[src/rtl/ctrl_bin_seq.sv]
// ctrl_bin_seq: walks bins 0..num_bins-1 through load / core / store, backtracking on partial UNSAT.
// Define CTRL_BIN_SEQ_STATS_EN to add sat/unsat return counters and the max backtrack distance.
module ctrl_bin_seq #(
   parameter int unsigned              WIDTH_BIN_ID  = 10,
   parameter int unsigned              WIDTH_RUN_CNT = 32,
   parameter logic [WIDTH_RUN_CNT-1:0] MAX_CORE_RUNS = 32'hFFFF_FFFF
) (
   input  logic                     clk,
   input  logic                     rst,
   input  logic                     start_i,
   input  logic [WIDTH_BIN_ID-1:0]  num_bins_i,
   output logic                     done_o,
   output logic                     global_sat_o,
   output logic                     global_unsat_o,
   output logic                     err_o,
   output logic                     timeout_o,
   output logic                     start_load_o,
   output logic [WIDTH_BIN_ID-1:0]  load_bin_id_o,
   input  logic                     done_load_i,
   output logic                     start_core_o,
   input  logic                     done_core_i,
   input  logic                     sat_i,
   input  logic                     unsat_i,
   input  logic [WIDTH_BIN_ID-1:0]  bkt_bin_num_i,
   output logic [WIDTH_BIN_ID-1:0]  cur_bin_num_o,
   output logic                     start_store_o,
   input  logic                     done_store_i,
   output logic [WIDTH_RUN_CNT-1:0] run_cnt_o
`ifdef CTRL_BIN_SEQ_STATS_EN
   ,
   output logic [WIDTH_RUN_CNT-1:0] sat_cnt_o,
   output logic [WIDTH_RUN_CNT-1:0] unsat_cnt_o,
   output logic [WIDTH_RUN_CNT-1:0] bkt_dist_max_o
`endif
);

   localparam logic [WIDTH_BIN_ID-1:0]  BKT_ROOT = '1;
   localparam logic [WIDTH_BIN_ID-1:0]  BIN_ONE  = {{(WIDTH_BIN_ID-1){1'b0}}, 1'b1};
   localparam logic [WIDTH_RUN_CNT-1:0] RUN_ONE  = {{(WIDTH_RUN_CNT-1){1'b0}}, 1'b1};

   typedef enum logic [3:0] {
      S_IDLE, S_LOAD, S_CORE, S_STORE_SAT, S_STORE_BKT,
      S_FIN_SAT, S_FIN_UNSAT, S_FIN_ERR, S_FIN_TO
   } state_t;

   state_t                   state_q, state_d;
   logic                     first_q;
   logic [WIDTH_BIN_ID-1:0]  cur_q, cur_d;
   logic [WIDTH_BIN_ID-1:0]  nb_q, nb_d;
   logic [WIDTH_BIN_ID-1:0]  bkt_q, bkt_d;
   logic [WIDTH_RUN_CNT-1:0] run_q, run_d;
   logic                     start_load_q, start_load_d;
   logic                     start_core_q, start_core_d;
   logic                     start_store_q, start_store_d;
   logic                     done_q, done_d;
   logic                     sat_q, sat_d, unsat_q, unsat_d, err_q, err_d, to_q, to_d;
   logic                     accept_start;
   logic                     core_ret;

   assign accept_start = (state_q == S_IDLE) && start_i;
   // Completions are only honoured after the request pulse has gone out (first cycle is the issue cycle).
   assign core_ret     = (state_q == S_CORE) && !first_q && done_core_i;

   always_ff @(posedge clk or negedge rst) begin
      if (!rst) begin
         state_q <= S_IDLE;
         first_q <= 1'b0;
      end else begin
         state_q <= state_d;
         first_q <= (state_d != state_q);
      end
   end

   always_comb begin
      state_d = state_q;
      cur_d   = cur_q;
      nb_d    = nb_q;
      bkt_d   = bkt_q;
      run_d   = run_q;
      case (state_q)
         S_IDLE: begin
            if (start_i) begin
               cur_d   = '0;
               run_d   = '0;
               nb_d    = num_bins_i;
               state_d = (num_bins_i == '0) ? S_FIN_ERR : S_LOAD;
            end
         end
         S_LOAD: begin
            if (done_load_i && !first_q) state_d = S_CORE;
         end
         S_CORE: begin
            if (first_q) begin
               run_d = run_q + RUN_ONE;
            end else if (core_ret) begin
               if (run_q == MAX_CORE_RUNS) begin
                  state_d = S_FIN_TO;
               end else if (sat_i && !unsat_i) begin
                  state_d = S_STORE_SAT;
               end else if (unsat_i && !sat_i && bkt_bin_num_i == BKT_ROOT) begin
                  state_d = S_FIN_UNSAT;
               end else if (unsat_i && !sat_i && bkt_bin_num_i < cur_q) begin
                  state_d = S_STORE_BKT;
                  bkt_d   = bkt_bin_num_i;
               end else begin
                  state_d = S_FIN_ERR;
               end
            end
         end
         S_STORE_SAT: begin
            if (done_store_i && !first_q) begin
               if (cur_q == nb_q - BIN_ONE) begin
                  state_d = S_FIN_SAT;
               end else begin
                  cur_d   = cur_q + BIN_ONE;
                  state_d = S_LOAD;
               end
            end
         end
         S_STORE_BKT: begin
            if (done_store_i && !first_q) begin
               cur_d   = bkt_q;
               state_d = S_LOAD;
            end
         end
         S_FIN_SAT, S_FIN_UNSAT, S_FIN_ERR, S_FIN_TO: state_d = S_IDLE;
         default: state_d = S_IDLE;
      endcase
   end

   always_comb begin
      start_load_d  = (state_q == S_LOAD) && first_q;
      start_core_d  = (state_q == S_CORE) && first_q;
      start_store_d = ((state_q == S_STORE_SAT) || (state_q == S_STORE_BKT)) && first_q;
      done_d        = (state_q == S_FIN_SAT) || (state_q == S_FIN_UNSAT) ||
                      (state_q == S_FIN_ERR) || (state_q == S_FIN_TO);
      sat_d         = sat_q;
      unsat_d       = unsat_q;
      err_d         = err_q;
      to_d          = to_q;
      if (accept_start) begin
         sat_d   = 1'b0;
         unsat_d = 1'b0;
         err_d   = 1'b0;
         to_d    = 1'b0;
      end
      case (state_q)
         S_FIN_SAT:   sat_d = 1'b1;
         S_FIN_UNSAT: unsat_d = 1'b1;
         S_FIN_ERR: begin
            unsat_d = 1'b1;
            err_d   = 1'b1;
         end
         S_FIN_TO:    to_d = 1'b1;
         default:     ;
      endcase
   end

   always_ff @(posedge clk or negedge rst) begin
      if (!rst) begin
         cur_q         <= '0;
         nb_q          <= '0;
         bkt_q         <= '0;
         run_q         <= '0;
         start_load_q  <= 1'b0;
         start_core_q  <= 1'b0;
         start_store_q <= 1'b0;
         done_q        <= 1'b0;
         sat_q         <= 1'b0;
         unsat_q       <= 1'b0;
         err_q         <= 1'b0;
         to_q          <= 1'b0;
      end else begin
         cur_q         <= cur_d;
         nb_q          <= nb_d;
         bkt_q         <= bkt_d;
         run_q         <= run_d;
         start_load_q  <= start_load_d;
         start_core_q  <= start_core_d;
         start_store_q <= start_store_d;
         done_q        <= done_d;
         sat_q         <= sat_d;
         unsat_q       <= unsat_d;
         err_q         <= err_d;
         to_q          <= to_d;
      end
   end

   assign done_o         = done_q;
   assign global_sat_o   = sat_q;
   assign global_unsat_o = unsat_q;
   assign err_o          = err_q;
   assign timeout_o      = to_q;
   assign start_load_o   = start_load_q;
   assign load_bin_id_o  = cur_q;
   assign start_core_o   = start_core_q;
   assign cur_bin_num_o  = cur_q;
   assign start_store_o  = start_store_q;
   assign run_cnt_o      = run_q;

`ifdef CTRL_BIN_SEQ_STATS_EN
   logic [WIDTH_RUN_CNT-1:0] sat_cnt_q, sat_cnt_d;
   logic [WIDTH_RUN_CNT-1:0] unsat_cnt_q, unsat_cnt_d;
   logic [WIDTH_RUN_CNT-1:0] dist_max_q, dist_max_d;
   logic [WIDTH_RUN_CNT-1:0] dist_w;

   assign dist_w = WIDTH_RUN_CNT'(cur_q - bkt_bin_num_i);

   always_comb begin
      sat_cnt_d   = sat_cnt_q;
      unsat_cnt_d = unsat_cnt_q;
      dist_max_d  = dist_max_q;
      if (accept_start) begin
         sat_cnt_d   = '0;
         unsat_cnt_d = '0;
         dist_max_d  = '0;
      end else if (core_ret) begin
         if (sat_i && !unsat_i) sat_cnt_d = sat_cnt_q + RUN_ONE;
         if (unsat_i && !sat_i) begin
            unsat_cnt_d = unsat_cnt_q + RUN_ONE;
            if (bkt_bin_num_i < cur_q && dist_w > dist_max_q) dist_max_d = dist_w;
         end
      end
   end

   always_ff @(posedge clk or negedge rst) begin
      if (!rst) begin
         sat_cnt_q   <= '0;
         unsat_cnt_q <= '0;
         dist_max_q  <= '0;
      end else begin
         sat_cnt_q   <= sat_cnt_d;
         unsat_cnt_q <= unsat_cnt_d;
         dist_max_q  <= dist_max_d;
      end
   end

   assign sat_cnt_o      = sat_cnt_q;
   assign unsat_cnt_o    = unsat_cnt_q;
   assign bkt_dist_max_o = dist_max_q;
`endif

endmodule

[config.mk]
export PLATFORM = sky130hd
export DESIGN_NAME = ctrl_bin_seq
export DESIGN_NICKNAME = d
export VERILOG_FILES = /design/src/rtl/ctrl_bin_seq.sv
export SDC_FILE = /design/constraint.sdc
export NUM_CORES = 1
export LEC_CHECK = 0
export ABC_AREA = 1
export ABC_CLOCK_PERIOD_IN_PS = 2800
export CAP_MARGIN = 25
export CORE_MARGIN = 5
export CORE_UTILIZATION = 40
export DETAILED_ROUTE_END_ITERATION = 6
export GPL_TIMING_DRIVEN = 0
export MAX_ROUTING_LAYER = met4
export SLEW_MARGIN = 40
export SYNTH_ARGS = -nofsm -noshare
export SYNTH_HDL_FRONTEND = slang
export SYNTH_SLANG_ARGS = --single-unit
[constraint.sdc]
create_clock -name clk -period 2.8 [get_ports clk]
set_input_delay 0.56 -clock clk [delete_from_list [all_inputs] [get_ports clk]]
set_output_delay 0.56 -clock clk [all_outputs]
set_load 0.05 [all_outputs]
==> metrics list <==
* Worst hold path type: in -> async
- DP Area: 0.005903 sq mm
* Total clock buffers created by CTS: 9
- The cell count after synthesis came out at 680.
- Area overhead of the layout relative to synthesis: 28.69%
* TritonCTS clock tree: yes
- Core region area: 0.01191 sq mm
- Between clock sinks in the finished design, the worst skew comes to 0.007502 ns.
* Deepest clock path buffer count: 2
- Post-synth EDFFs: 0
- Run status: complete, no violations
- Number of pins with negative max-slew slack in the final report: 0
- Maximum Capacitance Violations: 0
* Average instance area after synthesis: 7.099 sq um
* DIE AREA: 0.01437 sq mm
* Std cell rows: 40
- Chip Width: 119.9 microns
- Most used DFF post-synth: dfrtp_1
* Portion of synthesized cell area occupied by the leading cell type: 38.88%
- Summed over all failing endpoints, the final setup total negative slack is 0 ns.
* Most area-consuming cells after synthesis: dfrtp_1, nand2_1, inv_1
- After clock tree synthesis, the repair step resized 0 gates.
- Once the clock tree was built, the setup fixing pass inserted 0 buffers.
* Final Cell Area: 0.006212 sq mm
* Sw frac: 40.39%
* Tot GR Track Use: 20.59%
- Pin placement for this block handled 88 I/O pins.
- For this block, the initial DRC count from the detailed router was 347.
- Pin count of the biggest net entering global routing: 42
- DRC violations left: 0
* Min Clock Period, post-route: 2.391 ns
* Worst ir drop on vdd: 650.3 uV
- For this design, the sink count on the clock tree is 75.
- Most common cell in the synthesized netlist: nand2_1
- After clock tree synthesis, the clock-pin slew on the worst setup and hold paths is 0.06 ns.
- Starting utilization of the core area: 40.53%
- The share of the Yosys chip area taken by registers is 38.88%.
* Share of cells above drive strength 1: 8.163%
- Once detail routing completed, the nets flagged for antenna violations numbered 0.
- The first global-routing pass estimated 22900 microns of wire.
- Summed over all layers, the global routing overflow is 0.
* Top cells by instance count after synthesis: nand2_1, inv_1, dfrtp_1, nor2_1, o21ai_0
- In this run the power density over the cells is 697.0 mW/mm^2.
* Setup repair after global routing missed its margin: false
* Setup Crit Path Kind: reg -> out
- Type of origin of the critical path: flop
- Die Y-Extent: 119.9 microns
- In this run, distinct cell masters in the synthesized netlist total 41.
- Combinational cells account for 38.6% of the total power.
- Dividing the detail-routed wire length by the instance count gives 14.94 microns.
- Clock latency on the worst-skew pair, taken at its later pin, is 0.34 ns.
* Slew at the pin closest to its max-slew limit: 0.6209 ns
* Crit path DAT: 1.83 ns
* Final cycle utilization of the critical path: 85.40%
* YS warnings: 0
* Max Fclk: 0.4182 GHz
- Total Wirelength: 13910 microns
* Critical path endpoint category: output pin
- The number of antenna diodes in the final layout is 0.
- Number of search-and-repair iterations in the first detailed-routing pass: 5
- Dividing the detail-routed via count by the number of cells gives 5.115.
- Quantity of I/O buffers inserted on ports: 87
- Vias after detailed routing: 4762
- Setup violations remaining at the end of the flow were counted as 0.
- The analysis attributes to net switching a power of 1.749 mW.
- Number of nets in the layout: 819
- Total number of H-tree levels: 3
- Worst max-slew margin expressed relative to the limit: 58.61%
- Final hold viol count: 0
- Syn nets: 720
- Once detailed placement completed, the half-perimeter wirelength came to 10790 microns.
- FFs w/ async S/R, synth: 100.0%
- Routability cong.: 0.8519
* P_leak: 2.979 nW
* Largest driver fanout on the critical path: 7
* Clock network fraction of total power: 28.3%
- Data on the critical path is required at its endpoint by 2.24 ns.
- The initial antenna violation count is 0.
* Mapped cell area: 0.004827 sq mm
* Hold buffer count at cts: 0
* Via count of the first global-routing pass: 4580
* Flip-flop and latch count after synthesis: 75
- The biggest area contributor in the post-synthesis netlist is dfrtp_1.
* Power Internal: 2.581 mW
- The tree is rooted in a clkbuf_16.
- Sequential Power Share: 33.1%
layout by cell type (no fill, tap or decap), types with 2 or more instances in the layout:
master           synthesis  routed
clkbuf_1                 7       8
clkbuf_16                0       9
mux2_4                   3       3
nand2_4                  4       4
xor2_1                  10      10
clkinv_2                 1       5
inv_2                    6       6
dfrtp_1                 75      75
buf_4                   11      11
nand3_1                 45      45
a21oi_1                 24      24
bufinv_16                0       2
nor2_1                  75      75
inv_1                   88      88
nand2_1                183     183
nor3_1                  22      22
a31oi_1                  4       4
nand3_2                  2       2
clkdlybuf4s50_1          0      86
xnor2_1                  3       3
ha_1                    12      12
nand2_2                  4       4
o21ai_0                 47      47
o31ai_1                  2       2
o21ai_1                  9       9
nor2_4                   2       2
or2_2                    4       4
a32o_1                   2       2
buf_6                    2       3
nand4_1                 14      14
a22o_1                   4       4
nor2_2                   3       3
registers in the layout (all words and copies together), names as in the netlist:
register	flops
state_q	4
first_q	1
err_o	1
global_sat_o	1
start_load_o	1
timeout_o	1
start_core_o	1
done_o	1
nb_q	10
global_unsat_o	1
bkt_q	10
cur_bin_num_o	10
start_store_o	1
run_cnt_o	32
kinds of logic (layout without fill, tap and decap cells):
logic type | Yosys count | after routing | share of synthesized area [%]
AO/OA/AOI/OAI | 96 | 96 | 10.99
buffers and inverters | 117 | 221 | 10.32
adder cells (fa/ha/maj) | 12 | 12 | 3.110
flip-flops | 75 | 75 | 38.88
XOR/XNOR | 13 | 13 | 2.359
multiplexers | 3 | 3 | 0.9331
AND/OR/NAND/NOR | 364 | 364 | 33.41
per-layer routing:
metal | global-route usage (%) | part of all wire (%)
met1 | 24.66 | 44
met2 | 35.10 | 51
met3 | 4.665 | 4.1
met4 | 5.583 | 1.3
met5 | - | 0
per-stage QoR:
stage	total power [mW]	utilization, %	hold slack [ns]	cells	setup slack [ns]
CTS	4.375	52.15	0.1099	931	0.3812
finish	4.330	52.15	0.1023	931	0.4088
floorplan	2.605	-	0.2644	680	0.5514
global route	4.657	52.15	0.1313	931	0.2835
detailed placement	3.124	49.56	0.4631	915	0.2000
global placement	3.094	49.38	0.4661	914	-1.589
cell type report:
type	count	area (sq um)
Tap cell	147	183.9
Sequential cell	75	1877
Inverter	96	361.6
Clock inverter	6	80.08
Timing Repair Buffer	88	892.1
Clock buffer	10	229.0
Fill cell	1188	5699
Multi-Input combinational cell	488	2452
Buffer	21	136.4
critical path: stages, from the launching register on:
cell             delay [ns]
dfrtp_1                0.54
buf_4                  0.17
clkdlybuf4s50_1        0.79
power groups by stage:
stage | Clock (mW) | Combinational [mW] | Sequential (mW)
final | 1.23 | 1.67 | 1.43
after global routing | 1.30 | 1.90 | 1.46
after global placement | 0 | 1.64 | 1.45
after CTS | 1.26 | 1.68 | 1.43
after floorplan | 0 | 1.07 | 1.53
after detailed placement | 0 | 1.67 | 1.45
worst paths after layout:
check / start / end / slack, ns / cells past startpoint
min: rst / nb_q[4] / 0.10 / 1
min reg2reg: timeout_o / timeout_o / 0.48 / 2
max in group asynchronous: rst / run_cnt_o[28] / 2.16 / 2
min in group clk: timeout_o / timeout_o / 0.48 / 2
max: cur_bin_num_o[5] / load_bin_id_o[5] / 0.41 / 2
max reg2reg: nb_q[0] / cur_bin_num_o[5] / 0.53 / 14
(Power assumes the default switching activity.)
